==> config.mk <==
export PLATFORM = sky130hd
export DESIGN_NAME = vending_fsm_param_flat
export DESIGN_NICKNAME = d
export VERILOG_FILES = /design/src/rtl/vending_pkg.sv /design/src/rtl/vending_fsm_param_if.sv /design/src/rtl/step_timer.sv /design/src/rtl/vending_fsm_param.sv /design/src/flat_wrapper.sv
export SDC_FILE = /design/constraint.sdc
export NUM_CORES = 1
export LEC_CHECK = 0
export BUFFER_PORTS_ARGS = -buffer_cell sky130_fd_sc_hd__buf_4
export CORE_MARGIN = 10
export CORE_UTILIZATION = 50
export DETAILED_ROUTE_END_ITERATION = 10
export GPL_ROUTABILITY_DRIVEN = 0
export PLACE_DENSITY = 0.79
export SYNTH_ARGS = -nofsm -noshare
export SYNTH_HDL_FRONTEND = slang
export SYNTH_SLANG_ARGS = --single-unit
==> constraint.sdc <==
create_clock -name clk -period 4.1 [get_ports clk]
set_input_delay 0.82 -clock clk [delete_from_list [all_inputs] [get_ports clk]]
set_output_delay 0.82 -clock clk [all_outputs]
set_load 0.01 [all_outputs]
==> src/rtl/vending_pkg.sv <==
// Shared types and recipe table for the parametrised coffee vending controller.
// Ingredient masks use bit0=agua .. bit4=azucar.
package vending_pkg;

  localparam int NUM_PROD  = 4;
  localparam int NUM_ING   = 5;
  localparam int NUM_STEPS = 3;
  localparam int PROD_W    = $clog2(NUM_PROD);
  localparam int STEP_W    = $clog2(NUM_STEPS);

  typedef enum logic [1:0] {IDLE, COLLECT, DISPENSE, CHANGE} state_t;

  typedef logic [NUM_ING-1:0] ing_mask_t;
  typedef logic [PROD_W-1:0]  prod_idx_t;
  typedef logic [STEP_W-1:0]  step_idx_t;

  localparam int ING_AGUA      = 0;
  localparam int ING_CAFE      = 1;
  localparam int ING_LECHE     = 2;
  localparam int ING_CHOCOLATE = 3;
  localparam int ING_AZUCAR    = 4;

  localparam ing_mask_t M_AGUA      = ing_mask_t'(1 << ING_AGUA);
  localparam ing_mask_t M_CAFE      = ing_mask_t'(1 << ING_CAFE);
  localparam ing_mask_t M_LECHE     = ing_mask_t'(1 << ING_LECHE);
  localparam ing_mask_t M_CHOCOLATE = ing_mask_t'(1 << ING_CHOCOLATE);
  localparam ing_mask_t M_AZUCAR    = ing_mask_t'(1 << ING_AZUCAR);

  // A zero mask terminates a recipe early (expreso has only two steps).
  localparam ing_mask_t RECIPE [NUM_PROD][NUM_STEPS] = '{
    '{M_AGUA | M_CAFE,      M_AZUCAR, '0},
    '{M_AGUA | M_CAFE,      M_LECHE,  M_AZUCAR},
    '{M_CAFE | M_LECHE,     M_LECHE,  M_AZUCAR},
    '{M_CAFE | M_CHOCOLATE, M_LECHE,  M_AZUCAR}
  };

  function automatic ing_mask_t recipe_mask(input prod_idx_t prod, input step_idx_t step);
    if ({1'b0, step} < (STEP_W + 1)'(NUM_STEPS))
      return RECIPE[prod][step];
    return '0;
  endfunction

endpackage

==> src/rtl/vending_fsm_param_if.sv <==
// Panel-side signal bundle of the vending controller: coin/cancel/select in,
// credit, change, ingredient mask and status pulses out.
interface vending_fsm_param_if #(
  parameter int N_PROD   = 4,
  parameter int N_ING    = 5,
  parameter int CREDIT_W = 4
);
  logic                coin1;
  logic                coin2;
  logic                cancel;
  logic [N_PROD-1:0]   sel;
  logic [CREDIT_W-1:0] credit;
  logic [CREDIT_W-1:0] change;
  logic [N_ING-1:0]    ingr;
  logic                busy;
  logic                coin_rej;
  logic                done;

  modport master (
    output coin1, coin2, cancel, sel,
    input  credit, change, ingr, busy, coin_rej, done
  );

  modport slave (
    input  coin1, coin2, cancel, sel,
    output credit, change, ingr, busy, coin_rej, done
  );
endinterface

==> src/rtl/step_timer.sv <==
// Down-counter that pulses expire for one clock CNT_MAX clocks after load.
// load wins over counting so a new interval can start on the expire cycle.
module step_timer #(
  parameter int CNT_MAX = 1
) (
  input  logic clk,
  input  logic rst,
  input  logic load,
  input  logic en,
  output logic expire
);
  localparam int W = $clog2(CNT_MAX) + 1;
  localparam logic [W-1:0] LOAD_VAL = W'(CNT_MAX - 1);

  logic [W-1:0] cnt;
  logic         active;

  always_ff @(posedge clk) begin
    if (rst) begin
      cnt    <= '0;
      active <= 1'b0;
    end else if (load) begin
      cnt    <= LOAD_VAL;
      active <= 1'b1;
    end else if (en && active) begin
      if (cnt == '0)
        active <= 1'b0;
      else
        cnt <= cnt - W'(1);
    end
  end

  assign expire = en && active && (cnt == '0);

endmodule

==> src/rtl/vending_fsm_param.sv <==
// Coin-operated coffee controller: collects credit, runs a timed multi-step
// recipe for the selected product and shows change before returning to idle.
module vending_fsm_param
  import vending_pkg::*;
#(
  parameter int                          N_PROD      = 4,
  parameter int                          N_ING       = 5,
  parameter int                          N_STEPS     = 3,
  parameter int                          CREDIT_W    = 4,
  parameter int                          COIN1_VAL   = 1,
  parameter int                          COIN2_VAL   = 2,
  parameter logic [N_PROD*CREDIT_W-1:0]  PRICES      = {4'd4, 4'd3, 4'd3, 4'd2},
  parameter int                          T_STEP      = 50000,
  parameter int                          CHANGE_HOLD = 100000
) (
  input logic                clk,
  input logic                rst,
  vending_fsm_param_if.slave bus
);
  localparam int IN_W = N_PROD + 3;
  localparam int CW1  = CREDIT_W + 1;
  localparam logic [CREDIT_W:0] CREDIT_MAX = {1'b0, {CREDIT_W{1'b1}}};
  localparam logic [CREDIT_W:0] C1 = CW1'(COIN1_VAL);
  localparam logic [CREDIT_W:0] C2 = CW1'(COIN2_VAL);

  logic [IN_W-1:0] in_cur;
  logic [IN_W-1:0] in_prev;
  logic [IN_W-1:0] in_edge;

  state_t              state;
  logic [CREDIT_W-1:0] credit_q;
  logic [CREDIT_W-1:0] change_q;
  logic [N_ING-1:0]    ingr_q;
  logic                busy_q;
  logic                coin_rej_q;
  logic                done_q;
  prod_idx_t           prod_q;
  step_idx_t           step_q;

  logic                coin1_edge, coin2_edge, cancel_edge, sel_edge, coin_edge_any;
  logic [N_PROD-1:0]   sel_r;
  prod_idx_t           sel_idx;
  logic                sel_valid;
  logic [CREDIT_W-1:0] price_sel;
  logic [CREDIT_W:0]   coin_sum;
  logic                coin_ok, coin_bad;
  step_idx_t           step_next;
  logic                last_step;
  logic                waiting, start_dispense, step_advance, finish_recipe;
  logic                step_load, hold_load, step_expire, hold_expire;

  // One register stage on every panel input, plus one more for edge history.
  always_ff @(posedge clk) begin
    if (rst) begin
      in_cur  <= '0;
      in_prev <= '0;
    end else begin
      in_cur  <= {bus.sel, bus.cancel, bus.coin2, bus.coin1};
      in_prev <= in_cur;
    end
  end

  assign in_edge       = in_cur & ~in_prev;
  assign coin1_edge    = in_edge[0];
  assign coin2_edge    = in_edge[1];
  assign cancel_edge   = in_edge[2];
  assign sel_edge      = |in_edge[IN_W-1:3];
  assign sel_r         = in_cur[IN_W-1:3];
  assign coin_edge_any = coin1_edge | coin2_edge;

  always_comb begin
    sel_idx = '0;
    for (int i = 0; i < N_PROD; i++)
      if (sel_r[i]) sel_idx = prod_idx_t'(i);
  end

  assign price_sel = PRICES[sel_idx*CREDIT_W +: CREDIT_W];
  assign sel_valid = $onehot(sel_r) && (credit_q >= price_sel);

  // Coins are accepted one at a time so a rejected coin1 cannot block coin2.
  always_comb begin
    coin_sum = {1'b0, credit_q};
    coin_ok  = 1'b0;
    coin_bad = 1'b0;
    if (coin1_edge) begin
      if (coin_sum + C1 <= CREDIT_MAX) begin
        coin_sum = coin_sum + C1;
        coin_ok  = 1'b1;
      end else begin
        coin_bad = 1'b1;
      end
    end
    if (coin2_edge) begin
      if (coin_sum + C2 <= CREDIT_MAX) begin
        coin_sum = coin_sum + C2;
        coin_ok  = 1'b1;
      end else begin
        coin_bad = 1'b1;
      end
    end
  end

  assign step_next      = step_q + step_idx_t'(1);
  assign last_step      = (step_q == step_idx_t'(N_STEPS - 1)) ||
                          (recipe_mask(prod_q, step_next) == '0);
  assign waiting        = (state == IDLE) || (state == COLLECT);
  assign start_dispense = waiting && !cancel_edge && !coin_edge_any && sel_edge && sel_valid;
  assign step_advance   = (state == DISPENSE) && step_expire && !last_step;
  assign finish_recipe  = (state == DISPENSE) && step_expire && last_step;
  assign step_load      = start_dispense || step_advance;
  assign hold_load      = ((state == COLLECT) && cancel_edge) ||
                          (finish_recipe && (change_q != '0));

  step_timer #(.CNT_MAX(T_STEP)) u_step_timer (
    .clk    (clk),
    .rst    (rst),
    .load   (step_load),
    .en     (state == DISPENSE),
    .expire (step_expire)
  );

  step_timer #(.CNT_MAX(CHANGE_HOLD)) u_hold_timer (
    .clk    (clk),
    .rst    (rst),
    .load   (hold_load),
    .en     (state == CHANGE),
    .expire (hold_expire)
  );

  // Per-cycle priority while waiting for a purchase: cancel, then coins, then select.
  always_ff @(posedge clk) begin
    if (rst) begin
      state      <= IDLE;
      credit_q   <= '0;
      change_q   <= '0;
      ingr_q     <= '0;
      busy_q     <= 1'b0;
      coin_rej_q <= 1'b0;
      done_q     <= 1'b0;
      prod_q     <= '0;
      step_q     <= '0;
    end else begin
      coin_rej_q <= 1'b0;
      done_q     <= 1'b0;
      case (state)
        IDLE, COLLECT: begin
          if (cancel_edge) begin
            coin_rej_q <= coin_edge_any;
            if (state == COLLECT) begin
              change_q <= credit_q;
              credit_q <= '0;
              state    <= CHANGE;
              busy_q   <= 1'b1;
            end
          end else if (coin_edge_any) begin
            credit_q   <= coin_sum[CREDIT_W-1:0];
            coin_rej_q <= coin_bad;
            if (coin_ok) state <= COLLECT;
          end else if (start_dispense) begin
            prod_q   <= sel_idx;
            step_q   <= '0;
            change_q <= credit_q - price_sel;
            credit_q <= '0;
            ingr_q   <= N_ING'(recipe_mask(sel_idx, '0));
            state    <= DISPENSE;
            busy_q   <= 1'b1;
          end
        end
        DISPENSE: begin
          coin_rej_q <= coin_edge_any;
          if (step_advance) begin
            step_q <= step_next;
            ingr_q <= N_ING'(recipe_mask(prod_q, step_next));
          end else if (finish_recipe) begin
            ingr_q <= '0;
            done_q <= 1'b1;
            if (change_q != '0) begin
              state <= CHANGE;
            end else begin
              state  <= IDLE;
              busy_q <= 1'b0;
            end
          end
        end
        CHANGE: begin
          coin_rej_q <= coin_edge_any;
          if (hold_expire) begin
            change_q <= '0;
            state    <= IDLE;
            busy_q   <= 1'b0;
          end
        end
        default: state <= IDLE;
      endcase
    end
  end

  assign bus.credit   = credit_q;
  assign bus.change   = change_q;
  assign bus.ingr     = ingr_q;
  assign bus.busy     = busy_q;
  assign bus.coin_rej = coin_rej_q;
  assign bus.done     = done_q;

endmodule

==> src/flat_wrapper.sv <==
// flat-port wrapper written by rule: the top's interface ports become plain ports
module vending_fsm_param_flat import vending_pkg::*;
#(
  parameter int                          N_PROD      = 4,
  parameter int                          N_ING       = 5,
  parameter int                          N_STEPS     = 3,
  parameter int                          CREDIT_W    = 4,
  parameter int                          COIN1_VAL   = 1,
  parameter int                          COIN2_VAL   = 2,
  parameter logic [N_PROD*CREDIT_W-1:0]  PRICES      = {4'd4, 4'd3, 4'd3, 4'd2},
  parameter int                          T_STEP      = 50000,
  parameter int                          CHANGE_HOLD = 100000
)
  (clk, rst, bus_coin1, bus_coin2, bus_cancel, bus_sel, bus_credit, bus_change, bus_ingr, bus_busy, bus_coin_rej, bus_done);
  vending_fsm_param_if #(.N_PROD(N_PROD), .N_ING(N_ING), .CREDIT_W(CREDIT_W)) bus_i ();
  input logic clk;
  input logic rst;
  input wire logic [$bits(bus_i.coin1)-1:0] bus_coin1;
  input wire logic [$bits(bus_i.coin2)-1:0] bus_coin2;
  input wire logic [$bits(bus_i.cancel)-1:0] bus_cancel;
  input wire logic [$bits(bus_i.sel)-1:0] bus_sel;
  output wire logic [$bits(bus_i.credit)-1:0] bus_credit;
  output wire logic [$bits(bus_i.change)-1:0] bus_change;
  output wire logic [$bits(bus_i.ingr)-1:0] bus_ingr;
  output wire logic [$bits(bus_i.busy)-1:0] bus_busy;
  output wire logic [$bits(bus_i.coin_rej)-1:0] bus_coin_rej;
  output wire logic [$bits(bus_i.done)-1:0] bus_done;
  assign bus_i.coin1 = bus_coin1;
  assign bus_i.coin2 = bus_coin2;
  assign bus_i.cancel = bus_cancel;
  assign bus_i.sel = bus_sel;
  assign bus_credit = bus_i.credit;
  assign bus_change = bus_i.change;
  assign bus_ingr = bus_i.ingr;
  assign bus_busy = bus_i.busy;
  assign bus_coin_rej = bus_i.coin_rej;
  assign bus_done = bus_i.done;
  vending_fsm_param #(.N_PROD(N_PROD), .N_ING(N_ING), .N_STEPS(N_STEPS), .CREDIT_W(CREDIT_W), .COIN1_VAL(COIN1_VAL), .COIN2_VAL(COIN2_VAL), .PRICES(PRICES), .T_STEP(T_STEP), .CHANGE_HOLD(CHANGE_HOLD)) u_core (.clk(clk), .rst(rst), .bus(bus_i));
endmodule
======== Word level (Yosys, flattened, before mapping) ========
Cells that the tools add are included.
storage, ports and cells
  flip-flop bits (word level) ............. 73
  input bits .............................. 9
  word-level logic and storage cells ...... 210
operators by class
  reduce and logical (&&, ||, !) cells .... 52
  eq/ne operators ......................... 22
  bitwise gates (word level) .............. 11
  shift operators ......................... 1
  muxes and demuxes ....................... 91
  $lt $le $gt $ge ......................... 7
  add/subtract/negate cells ............... 9
operators by type and width
  cell                                                                          count
  5-bit 2-to-1 mux                                                              13
  15-bit binary-select mux with 2-bit select                                    2
  15-bit 2-to-1 mux                                                             4
  17-bit 2-to-1 mux                                                             3
  16-bit 2-to-1 mux                                                             3
  4-bit 2-to-1 mux                                                              11
  1-bit 2-to-1 mux                                                              33
  2-bit 2-to-1 mux                                                              15
  18-bit logical NOT                                                            1
  18-bit by 1-bit subtractor with 18-bit output, second input constant          1
  17-bit logical NOT                                                            1
  17-bit by 1-bit subtractor with 17-bit output, second input constant          1
  16-bit by 5-bit variable part select with 4-bit output, first input constant  1
  5-bit AND reduction                                                           3
  1-bit logical AND                                                             14
  2-bit by 1-bit != test with 1-bit output, second input constant               6
  2-bit AND reduction                                                           6
  2-bit nonzero test                                                            6
  5-bit binary-select mux with 2-bit select                                     1
  5-bit by 4-bit <= comparator with 1-bit output, second input constant         2
  2-bit != test, second input constant                                          5
  5-bit case mux with 2 select lines                                            1
  3-bit >= comparator, second input constant                                    3
  2-bit inverter with 3-bit output                                              3
  other kinds (38)                                                              54

======== Logic depth before layout (Yosys ltp) ========
Gate-level depths: netlist of the first run.
  depth in word-level cells ............... 19
  depth in mapped cells ................... 14

======== Cells and area by module ========
Synthesis of the first run repeated with hierarchy kept, for this count alone.
unflattened totals
  cell total of the unflattened synthesis .. 520
  area, all modules ....................... 4419.2 sq um
by module, submodules not included
  module                            cells each  area an instance (sq um)  instances  sequential area each (sq um)
  vending_fsm_param                 273         2275.9                    1          720.7
  step_timer (u_core.u_step_timer)  134         1144.8                    1          360.3
  step_timer (u_core.u_hold_timer)  113         998.5                     1          380.4

======== Worst setup path before layout of the first run ========
Ideal clock, no wire load.
  path kind ............................... reg-to-reg
  start point ............................. register u_core.credit_q[0] (netlist: u_core.bus.credit[0])
  end point ............................... register u_core.state[0]
  cell stages (with the launch flop) ...... 14
  path buffers ............................ 1
  library setup time ...................... 0.115 ns
  path slack .............................. 0.660 ns
  period minus slack after synthesis ...... 3.440 ns
  arrival time ............................ 3.326 ns
  path through ............................ dfxtp_1 clkbuf_1 inv_1 ha_1 nor4b_1 a221oi_1 nor2_1 a21oi_1 ha_1 nor2_1 a2111oi_0 o32ai_1 or2_2 a2111oi_0
on the way
  cells in the longest elaborated chain, start to end .. 10
RTL lines
  item                                                line                                              source
  start: declaration                                  vending_fsm_param.sv:31                           logic [CREDIT_W-1:0] credit_q;
  start signal: assignment                            vending_fsm_param.sv:156                          credit_q <= coin_sum[CREDIT_W-1:0];
  4-bit by 1-bit adder with 5-bit output              vending_fsm_param.sv:86, vending_fsm_param.sv:87
  5-bit by 4-bit <= comparator with 1-bit output      vending_fsm_param.sv:86                           if (coin_sum + C1 <= CREDIT_MAX) begin
  5-bit 2-to-1 mux                                    vending_fsm_param.sv:86
  5-bit 2-to-1 mux                                    vending_fsm_param.sv:85                           if (coin1_edge) begin
  5-bit by 2-bit adder with 5-bit output              vending_fsm_param.sv:94                           if (coin_sum + C2 <= CREDIT_MAX) begin
  5-bit by 4-bit <= comparator with 1-bit output      vending_fsm_param.sv:94
  1-bit 2-to-1 mux                                    vending_fsm_param.sv:94
  1-bit 2-to-1 mux                                    vending_fsm_param.sv:93                           if (coin2_edge) begin
  4-bit by 3-bit != test with 1-bit output (no line)  n/a
  6-bit AND reduction (no line) *                     n/a
  end signal: assignment                              vending_fsm_param.sv:133                          state <= IDLE;
  end signal: assignment                              vending_fsm_param.sv:152                          state <= CHANGE;
  end signal: assignment                              vending_fsm_param.sv:158                          if (coin_ok) state <= COLLECT;
  end: declaration                                    vending_fsm_param.sv:30                           state_t state;
Mark *: on every way between the ends. The rest lies on a longest branch, timed or not.
A chain may end at the register's enable or synchronous reset.

======== Worst setup path after layout of the first run ========
  start point ............................. register u_core.credit_q[1] (netlist: u_core.bus.credit[1])
  end point ............................... register u_core.state[0]
Same word-level chain as after synthesis.

==> metrics.cfg, run 1 <==
[critical_path]
slowest_delay_ns = 0.54
reg2reg_slack_ns = 0.40
crit_required_ns = 4.33
crit_arrival_ns = 3.92
critical_path_class = reg2reg
worst-path-max-fanout = 10
worstSetupEndpointType = register
cp-start-kind = register
crit_slowest_cell = dfxtp_1
worstPathCellList = ha_1 > xor2_1 > a221oi_2 > nor2_1 > a21oi_1 > ha_1 > nor2_1 > a2111oi_0 > o32ai_1 > or2_2 > a2111oi_0

[sta]
fmax_mhz = 270.6
relSlewSlack_pct = 31.87
final.period_utilization_pct = 90.13
setup_viol = 0
drv_slew = 0
fin_tns_setup_ns = 0
post-route-min-period_ns = 3.695
finClkSkew_ns = 0.009368
worst_slack_ns = 0.4048
timing_hold_violations_final = 0
worst_slew_pin_slew_ns = 1.016
grt_setup_unrepaired = false

[final_layout]
final_util_pct = 56.87
n_antenna_cell = 0
drive_above_1_share_pct = 12.58
area_growth_pct = 10.79
final_cell_area_um2 = 4394
finish.net_count = 518

[detailed_routing]
wirelength_um = 8579
drcViolationCount = 0
drt-initial-drc-count = 193
vias = 3374
drt_first_pass_iters = 4
routedWlPerCell_um = 14.42
via_per_inst = 5.671
postRouteAntennaNets = 0

[place]
hpwl_um = 6097
place_area_um2 = 4167
io_buffers = 24
post-place-ws_ns = 0.3114

[clocking]
cts_sinks = 73
cts_hold_repair.buffers = 0
cts-buffers-inserted = 9
cts_root_buf = clkbuf_8
clkLatencyLatePin_ns = 0.35
htreeDepth = 3
clkSlewWorstSetupHoldPaths_ns = 0.08
cts_tree = built
cts_buffer_depth = 2

[floorplan]
row_count = 32
die_w_um = 109.1
die-area_um2 = 11900
die_y_um = 109.1
start_util_pct = 51.33
ioPinCount = 25
core_um2 = 7727

[grt]
grt.overflow.total = 0
grt_pass1_vias = 3368
antenna_found_initial = 0
gr-usage-all-layers_pct = 15.20
grt_pass1_wl_um = 15070
grt_max_degree = 67

[flow_run]
max-cap-violations = 0

[yosys]
yosysMostFrequentCell = dfxtp_1
synth_nets = 503
yosysWarningCount = 0
synthFlopType = dfxtp_1
syn-mean-instance-area_um2 = 8.385
yosysTopAreaCell = dfxtp_1
synth_cell_type_count = 64
synthArstFlopShare_pct = 0
synth-seq-area-share_pct = 36.85
synth-seq-cells = 73
synth-edff-count = 0
synth_top_cell_area_share_pct = 36.85
synthCells = 473
synth_area_um2 = 3966
yosys-top-cells-count = dfxtp_1 (73), nor2_1 (48), a21oi_1 (43), nand2_1 (38), nor3_1 (25)
yosys-top-cells-area = dfxtp_1 (37%), ha_1 (6.0%), a21oi_1 (5.4%)

[pwr]
seqPwrFrac_pct = 45.4
swShare_pct = 31.21
p_leak_nw = 1.664
irDropWorstVdd_mv = 0.2188
combPwrFrac_pct = 21.1
design_power_total_mw = 1.784
p_int_mw = 1.227
switchingPower_uw = 556.9
power.share.clock_pct = 33.5
power.density_nw_per_um2 = 406.0

[status]
status = finished clean

[hold_path]
min-delay-path-class = reg2reg

-- flip-flops by register name (all words and copies together) (netlist names) --
signal / count
u_core.u_hold_timer.cnt: 18
u_core.u_step_timer.cnt: 17
u_core.in_cur: 7
u_core.in_prev: 7
u_core.bus.ingr: 5
u_core.bus.change: 4
u_core.bus.credit: 4
u_core.prod_q: 2
u_core.state: 2
u_core.step_q: 2
u_core.bus.busy: 1
u_core.bus.coin_rej: 1
u_core.bus.done: 1
u_core.u_hold_timer.active: 1
u_core.u_step_timer.active: 1
-- worst max-delay path, delay by kind of cell (launching register included) --
kind | cells | cell delay [ns]
xor+xnor | 1 | 0.12
simple gates | 3 | 0.51
flops | 1 | 0.54
fa+ha+maj | 2 | 0.67
compound gates | 5 | 1.74
-- through the flow --
| stage | hold WS, ns | instances |
|---|---|---|
| finish | 0.4555 | 595 |
| global route | 0.4831 | 595 |
| CTS | 0.4495 | 595 |
| detailed placement | 0.4365 | 579 |
| global placement | 0.4323 | 579 |
| floorplan | 0.4230 | 473 |
-- final cells by class --
class,count,area [um^2]
Timing Repair Buffer,25,187.7
Inverter,15,56.30
Clock inverter,5,62.56
Clock buffer,11,151.4
Sequential cell,73,1463
Tap cell,102,127.6
Multi-Input combinational cell,364,2346
Fill cell,692,3333
-- power by group through the flow --
stage	Clock (mW)	Sequential [mW]	Combinational (mW)
2_1_floorplan	0	0.805	0.304
3_3_place_gp	0	0.822	0.365
3_5_place_dp	0	0.825	0.373
4_1_cts	0.611	0.808	0.376
5_1_grt	0.648	0.819	0.425
6_report	0.597	0.810	0.377
-- final timing paths --
check | startpoint | end | cells after the start
worst max register to register | u_core.bus.credit[1] | u_core.state[0] | 11
worst min-delay path | u_core.u_step_timer.cnt[16] | u_core.u_step_timer.cnt[16] | 2
worst min register to register | u_core.u_step_timer.cnt[16] | u_core.u_step_timer.cnt[16] | 2
worst max-delay path | u_core.bus.credit[1] | u_core.state[0] | 11
-- cell usage in the layout (no fill, tap or decap), types with 3 or more instances in the layout --
| cell | n |
|---|---|
| a311oi_1 | 4 |
| nor3_1 | 25 |
| inv_1 | 15 |
| buf_4 | 25 |
| a211oi_1 | 4 |
| xnor2_1 | 15 |
| nand2b_1 | 12 |
| nand3_1 | 15 |
| nand4b_1 | 5 |
| nand2_1 | 38 |
| nor4_1 | 9 |
| or3_1 | 5 |
| clkbuf_8 | 11 |
| nor2_1 | 48 |
| o2111ai_1 | 3 |
| and2_1 | 3 |
| o211ai_1 | 3 |
| nor2b_1 | 22 |
| ha_1 | 19 |
| o31ai_1 | 5 |
| dfxtp_1 | 72 |
| xor2_1 | 17 |
| or2_2 | 8 |
| a21oi_1 | 43 |
| o21ai_0 | 12 |
| or4_1 | 5 |
-- repair_timing --
action,CTS,global route
gates resized for setup,0,3
setup endpoints to repair,0,2
buffers inserted,0,0
-- kinds of logic after synthesis --
family,Yosys count,share of synthesized area (%)
flops,73,36.85
simple gates,211,28.20
fa+ha+maj,22,7.256
buf+inv,36,4.321
xor+xnor,32,7.066
mux,2,0.5363
compound gates,97,15.77
-- layer usage --
| metal | global-route usage (%) | up-vias | wire length [um] |
|---|---|---|---|
| li1 | - | 1707 | - |
| met1 | 18.82 | 1571 | 3891 |
| met2 | 24.72 | 69 | 4119 |
| met3 | 2.832 | 27 | 334 |
| met4 | 7.627 | 0 | 233 |
| met5 | 0 | - | 0 |
(Power assumes the default switching activity.)
==> inputs of run 2 (changes only) <==
--- a/config.mk
+++ b/config.mk
@@ -10,6 +10,7 @@
 export CORE_UTILIZATION = 50
 export DETAILED_ROUTE_END_ITERATION = 10
 export GPL_ROUTABILITY_DRIVEN = 0
+export GPL_TIMING_DRIVEN = 0
 export PLACE_DENSITY = 0.79
 export SYNTH_ARGS = -nofsm -noshare
 export SYNTH_HDL_FRONTEND = slang
==> run 2 against run 1 <==
Via count grew 2.0%. Final cell count increased by 3.5%. Count of clock-buffer cells in the layout up 1. Cell area grew 1.7%. Sequential cell count is the same. Sequential share of layout area decreased by 0.59 points. Combinational power rose by 11%. First-iteration DRC count is 33% lower. Maximum frequency decreased by 0.51%. Hold slack got worse by 0.0031 ns. Largest cell class unchanged. Power is 4.7% lower.
==> metrics.cfg, run 2 (synthesis gave the netlist of run 1 again) <==
[final_layout]
largest-register = u_core.u_hold_timer.cnt  ; unchanged
finish.net_count = 540  ; was 518
final_common_cell = dfxtp_1  ; unchanged
drive_above_1_share_pct = 13.23  ; was 12.58%
fillers = 689  ; was 692
largest_register_ffs = 18  ; unchanged
multiInputGateArea_um2 = 2350  ; was 2346 um^2
area_growth_pct = 12.68  ; was 10.79%
final_cell_mix = dfxtp_1 (73), nor2_1 (48), a21oi_1 (43), nand2_1 (38), buf_4 (28)  ; was dfxtp_1 (72), nor2_1 (48), a21oi_1 (43), nand2_1 (38)
reg_top3 = u_core.u_hold_timer.cnt (18), u_core.u_step_timer.cnt (17)  ; unchanged
n_antenna_cell = 0  ; unchanged
register_area_um2 = 1461  ; was 1463 um^2
final_util_pct = 57.84  ; was 56.87%

[critical_path]
timing.rr.start = u_core.bus.credit[0]  ; was u_core.bus.credit[1]
crit_top_cell = nor2_1
worstPathCellList = clkbuf_2 > inv_1 > ha_1 > nor4b_2 > a221oi_2 > nor2_1 > a21oi_1 > ha_2 > nor2_1 > a2111oi_1 > o32ai_1 > or2_2 > a2111oi_0  ; was ha_1 > xor2_1 > a221oi_2 > nor2_1 > a21oi_1 > ha_1 > nor2_1 > a2111oi_0 > o32ai_1 > or2_2 > a2111oi_0
crit_family = compound AO/OA/AOI/OAI gates  ; unchanged
cp-start-kind = register  ; unchanged
worstSetupEndpointType = register  ; unchanged
cp.buffers_inverters = 2  ; was 0
crit_arrival_ns = 3.94  ; was 3.92 ns
critPathLaunch = u_core.bus.credit[0]  ; was u_core.bus.credit[1]
worst-path-max-fanout = 8  ; was 10
critical_path_class = reg2reg  ; unchanged
crit_required_ns = 4.33  ; about the same
crit_slowest_cell = a2111oi_1  ; was dfxtp_1
slowest_delay_ns = 0.44  ; was 0.54 ns

[detailed_routing]
drt_first_pass_iters = 5  ; was 4
routedWlPerCell_um = 14.18  ; was 14.42 um
drcViolationCount = 0  ; unchanged
vias = 3442  ; was 3,374
drt-initial-drc-count = 130  ; was 193
postRouteAntennaNets = 0  ; unchanged
top_layer = met4  ; unchanged
wirelength_um = 8737  ; was 8579 um
met3WireLength_um = 372  ; was 334 um
wl_met1_um = 4011  ; was 3891 um
wl_met2_um = 4264  ; was 4119 um
via_per_inst = 5.588  ; was 5.671

[sta]
worst_slew_pin_slew_ns = 0.9393  ; was 1.016 ns
fin_tns_setup_ns = 0  ; unchanged
drv_slew = 0  ; unchanged
timing_hold_violations_final = 0  ; unchanged
finClkSkew_ns = 0.006902  ; was 0.009368 ns
relSlewSlack_pct = 37.00  ; was 31.87%
whs_ns = 0.4524  ; was 0.4555 ns
final.period_utilization_pct = 90.59  ; was 90.13%
grt_setup_unrepaired = false  ; unchanged
post-route-min-period_ns = 3.714  ; was 3.695 ns
fmax_mhz = 269.2  ; was 270.6 MHz
setup_viol = 0  ; unchanged

[clocking]
cts_sinks = 73  ; unchanged
cts_tree = built  ; unchanged
clkSlewWorstSetupHoldPaths_ns = 0.07  ; was 0.08 ns
clkLatencyLatePin_ns = 0.35  ; about the same
cts-buffers-inserted = 9  ; unchanged
cts_root_buf = clkbuf_8  ; unchanged
cts_hold_repair.buffers = 0  ; unchanged
cts_buffer_depth = 2  ; unchanged
htreeDepth = 3  ; unchanged

[status]
status = finished clean  ; unchanged

[floorplan]
ioPinCount = 25  ; unchanged
start_util_pct = 51.33  ; unchanged
die-area_um2 = 11900  ; unchanged
core_um2 = 7727  ; unchanged
row_count = 32  ; unchanged
die_y_um = 109.1  ; unchanged
die_w_um = 109.1  ; unchanged

[grt]
grt_max_degree = 12  ; was 67
grt_pass1_vias = 3333  ; was 3,368
gr-usage-all-layers_pct = 15.12  ; was 15.20%
grt_pass1_wl_um = 14900  ; was 15,070 um
antenna_found_initial = 0  ; unchanged
grt.overflow.total = 0  ; unchanged

[pwr]
irDropWorstVdd_mv = 0.2492  ; was 0.2188 mV
p_leak_nw = 1.709  ; was 1.664 nW
design_power_total_mw = 1.700  ; was 1.784 mW
power.density_nw_per_um2 = 380.4  ; was 406.0 nW/um^2

[flow_run]
max-cap-violations = 0  ; unchanged

[hold_path]
min-delay-path-class = reg2reg  ; unchanged
min_from = u_core.u_step_timer.cnt[16]  ; unchanged

[place]
io_buffers = 24  ; unchanged
hpwl_um = 6397  ; was 6097 um

run 2: final cells by class:
class | instances | area share [%]
clock buffers | 12 | 3.247
inverters | 15 | 1.260
repair buffers | 26 | 4.367
clock inverters | 3 | 0.3919
flip-flops and latches | 73 | 32.70
plain buffers | 21 | 2.604
well taps | 102 | 2.856
multi-input cells | 364 | 52.58
run 2: worst paths after layout:
check | slack, ns | end | cells past startpoint
max | 0.39 | u_core.state[0] | 13
min | 0.45 | u_core.u_step_timer.cnt[16] | 2
max reg2reg | 0.39 | u_core.state[0] | 13
min reg2reg | 0.45 | u_core.u_step_timer.cnt[16] | 2
run 2: report_power, final:
group,internal (mW),switching [mW]
registers,0.755,0.0370
clock network,0.231,0.257
logic,0.176,0.244
total,1.16,0.539
run 2: through the flow:
stage / area, um^2 / worst slack, ns / cells
2_1_floorplan: 3966 / 0.6596 / 473
5_1_grt: 4469 / 0.04311 / 616
4_1_cts: 4443 / 0.05021 / 614
3_3_place_gp: 4274 / 0.01620 / 599
3_5_place_dp: 4274 / 0.05565 / 599
6_report: 4469 / 0.3859 / 616
run 2: per-layer routing:
layer / global-route usage, % / up-vias
met5: 0 / -
met4: 7.062 / 0
met3: 3.422 / 9
met2: 25.32 / 57
met1: 17.95 / 1624
li1: - / 1752
run 2: repair_timing:
action / in CTS / in global routing
setup endpoints to repair: 1 / 4
setup buffers: 0 / 2
pin swaps: 0 / 1
gates resized for setup: 1 / 5
run 2: worst register-to-register path, cell delays in order (launching register included):
cell,delay (ns)
dfxtp_1,0.36
clkbuf_2,0.22
inv_1,0.13
ha_1,0.38
nor4b_2,0.09
a221oi_2,0.37
nor2_1,0.07
a21oi_1,0.23
ha_2,0.29
nor2_1,0.05
a2111oi_1,0.44
o32ai_1,0.25
or2_2,0.35
a2111oi_0,0.37
==> inputs of run 3 (changes only) <==
--- a/config.mk
+++ b/config.mk
@@ -7,11 +7,12 @@
 export LEC_CHECK = 0
 export BUFFER_PORTS_ARGS = -buffer_cell sky130_fd_sc_hd__buf_4
 export CORE_MARGIN = 10
-export CORE_UTILIZATION = 50
+export CORE_UTILIZATION = 40
 export DETAILED_ROUTE_END_ITERATION = 10
 export GPL_ROUTABILITY_DRIVEN = 0
 export GPL_TIMING_DRIVEN = 0
-export PLACE_DENSITY = 0.79
+export PLACE_DENSITY = 0.7
 export SYNTH_ARGS = -nofsm -noshare
 export SYNTH_HDL_FRONTEND = slang
 export SYNTH_SLANG_ARGS = --single-unit
+export TNS_END_PERCENT = 50
==> constraint.sdc (replaced) <==
create_clock -name clk -period 3.19 [get_ports clk]
set_input_delay 0.638 -clock clk [delete_from_list [all_inputs] [get_ports clk]]
set_output_delay 0.638 -clock clk [all_outputs]
set_load 0.01 [all_outputs]
==> run 3 against run 2 <==
Clock skew is 0.0050 ns higher. Largest power group unchanged. Via count is 2.6% higher. Sequential cell count stayed put. Worst setup slack worse by 0.26 ns. Highest routed layer unchanged.
==> metrics.cfg, run 3 (synthesis gave the netlist of run 1 again) <==
[status]
status = finished clean  ; unchanged

[critical_path]
worstSetupEndpointType = register  ; unchanged
crit_family = compound AO/OA/AOI/OAI gates  ; unchanged
worst-path-max-fanout = 6  ; was 8
slowest_delay_ns = 0.41  ; was 0.44 ns
cp-start-kind = register  ; unchanged
reg2reg_slack_ns = 0.13  ; was 0.39 ns
crit_required_ns = 3.44  ; was 4.33 ns
worstPathCellList = buf_8 > clkinvlp_4 > ha_4 > nor4b_4 > a221oi_2 > nor2_1 > a21oi_2 > ha_4 > nor4_2 > a2111oi_4 > o32ai_4 > or2_4 > a221o_1  ; was clkbuf_2 > inv_1 > ha_1 > nor4b_2 > a221oi_2 > nor2_1 > a21oi_1 > ha_2 > nor2_1 > a2111oi_1 > o32ai_1 > or2_2 > a2111oi_0
crit_arrival_ns = 3.31  ; was 3.94 ns
r2r_end = u_core.bus.credit[1]  ; was u_core.state[0]
cp.buffers_inverters = 2  ; unchanged
critical_path_class = reg2reg  ; unchanged
crit_top_cell = ha_4  ; was nor2_1
timing.rr.start = u_core.bus.credit[0]  ; unchanged
crit_slowest_cell = a2111oi_4  ; was a2111oi_1
ff2ff_path_depth = 13  ; unchanged

[final_layout]
finish.net_count = 546  ; was 540
final_cell_mix = dfxtp_1 (69), nor2_1 (48), a21oi_1 (41), nand2_1 (36), buf_4 (34)  ; was dfxtp_1 (73), nor2_1 (48), a21oi_1 (43), nand2_1 (38), buf_4 (28)
final_cell_area_um2 = 4847  ; was 4469 um^2
drive_above_1_share_pct = 19.96  ; was 13.23%
area_growth_pct = 22.21  ; was 12.68%
largest_register_ffs = 18  ; unchanged
fin_cells = 654  ; was 616
final_util_pct = 49.82  ; was 57.84%
reg_top3 = u_core.u_hold_timer.cnt (18), u_core.u_step_timer.cnt (17)  ; unchanged
n_antenna_cell = 0  ; unchanged
final_common_cell = dfxtp_1  ; unchanged
largest-register = u_core.u_hold_timer.cnt  ; unchanged

[pwr]
power.share.clock_pct = 35.9  ; was 28.7%
irDropWorstVdd_mv = 0.3284  ; was 0.2492 mV
p_leak_nw = 1.809  ; was 1.709 nW
swShare_pct = 30.52  ; was 31.68%
seqPwrFrac_pct = 40.0  ; was 46.6%
p_int_mw = 1.771  ; was 1.161 mW
power.density_nw_per_um2 = 525.8  ; was 380.4 nW/um^2
combPwrFrac_pct = 24.1  ; was 24.7%
design_power_total_mw = 2.548  ; was 1.700 mW
switchingPower_uw = 777.7  ; was 538.6 uW

[place]
post-place-ws_ns = -0.3808  ; was 0.05565 ns
place_area_um2 = 4350  ; was 4274 um^2
io_buffers = 24  ; unchanged
hpwl_um = 6760  ; was 6397 um
placed_cells = 630  ; was 599

[sta]
drv_slew = 0  ; unchanged
worst_slew_pin_slew_ns = 0.9362  ; was 0.9393 ns
relSlewSlack_pct = 37.21  ; was 37.00%
fin_tns_setup_ns = 0  ; unchanged
setup_viol = 0  ; unchanged
final.period_utilization_pct = 95.90  ; was 90.59%
post-route-min-period_ns = 3.059  ; was 3.714 ns
timing_hold_violations_final = 0  ; unchanged
whs_ns = 0.4531  ; was 0.4524 ns
worst_slack_ns = 0.1307  ; was 0.3859 ns
fmax_mhz = 326.9  ; was 269.2 MHz
finClkSkew_ns = 0.01186  ; was 0.006902 ns

[detailed_routing]
wirelength_um = 9556  ; was 8737 um
via_per_inst = 5.401  ; was 5.588
routedWlPerCell_um = 14.61  ; was 14.18 um
postRouteAntennaNets = 0  ; unchanged
drcViolationCount = 0  ; unchanged
drt_first_pass_iters = 4  ; was 5
drt-initial-drc-count = 219  ; was 130
vias = 3532  ; was 3,442

[grt]
grt_pass1_vias = 3487  ; was 3,333
grt.overflow.total = 0  ; unchanged
grt_pass1_wl_um = 16230  ; was 14,900 um
antenna_found_initial = 0  ; unchanged
grt_max_degree = 14  ; was 12
gr-usage-all-layers_pct = 13.40  ; was 15.12%

[clocking]
cts_hold_repair.buffers = 0  ; unchanged
cts_tree = built  ; unchanged
cts_root_buf = clkbuf_8  ; unchanged
cts_sinks = 73  ; unchanged
cts_buffer_depth = 2  ; unchanged
clkSlewWorstSetupHoldPaths_ns = 0.08  ; was 0.07 ns
clkLatencyLatePin_ns = 0.37  ; was 0.35 ns
cts-buffers-inserted = 9  ; unchanged
htreeDepth = 3  ; unchanged

[flow_run]
max-cap-violations = 0  ; unchanged

[hold_path]
min_to = u_core.u_step_timer.cnt[16]  ; unchanged
min-delay-path-class = reg2reg  ; unchanged
hold_depth = 2  ; unchanged
min_from = u_core.u_step_timer.cnt[16]  ; unchanged

[floorplan]
core_um2 = 9729  ; was 7727 um^2
ioPinCount = 25  ; unchanged
die_y_um = 119.6  ; was 109.1 um
die-area_um2 = 14300  ; was 11,900 um^2
row_count = 36  ; was 32
die_w_um = 119.6  ; was 109.1 um
start_util_pct = 40.77  ; was 51.33%

==> run 3: power by group through the flow <==
stage                     Clock (mW)  Combinational (mW)  Sequential, mW
after floorplan                    0               0.394            1.03
after global placement             0               0.528            1.04
after detailed placement           0               0.545            1.04
after CTS                      0.929               0.570            1.02
after global routing           0.969               0.679            1.03
final                          0.915               0.614            1.02
==> run 3: worst max-delay path by stage <==
| stage | start | end | slack (ns) | cells past startpoint |
|---|---|---|---|---|
| final | u_core.bus.credit[0] | u_core.bus.credit[1] | 0.13 | 13 |
| after global routing | u_core.bus.credit[0] | u_core.bus.credit[1] | -0.04 | 13 |
| after CTS | u_core.in_cur[5] | u_core.bus.change[2] | -0.02 | 12 |
| after detailed placement | u_core.bus.credit[1] | u_core.state[0] | -0.38 | 11 |
| after global placement | u_core.bus.credit[1] | u_core.state[0] | -0.36 | 11 |
| after floorplan | u_core.bus.credit[0] | u_core.state[0] | 0.06 | 12 |
==> run 3: worst min-delay path: cells and delay by family (launching register included) <==
family | cells | cell delay, ns
flops | 1 | 0.31
compound gates | 1 | 0.06
simple gates | 1 | 0.04
==> run 3: cell type report <==
type	count	area [um^2]
buffer	21	137.6
multi-input combinational	364	2520
timing repair buffer	32	240.2
clock buffer	10	137.6
sequential	73	1471
inverter	15	60.06
tap	133	166.4
fill	922	4882
clock inverter	6	113.9
==> run 3: what timing repair did <==
item                                    CTS  global route
endpoints found under the setup margin   35            38
gates resized for setup                  18            23
buffers inserted                          2             6
pin swaps                                 5            11
endpoints found under the hold margin     0             0
==> run 3: layer usage <==
metal	track usage, %	up-vias	share of wire (%)
li1	-	1777	-
met1	16.04	1679	46
met2	22.59	61	48
met3	3.282	15	4.2
met4	5.354	0	1.4
met5	0	-	0
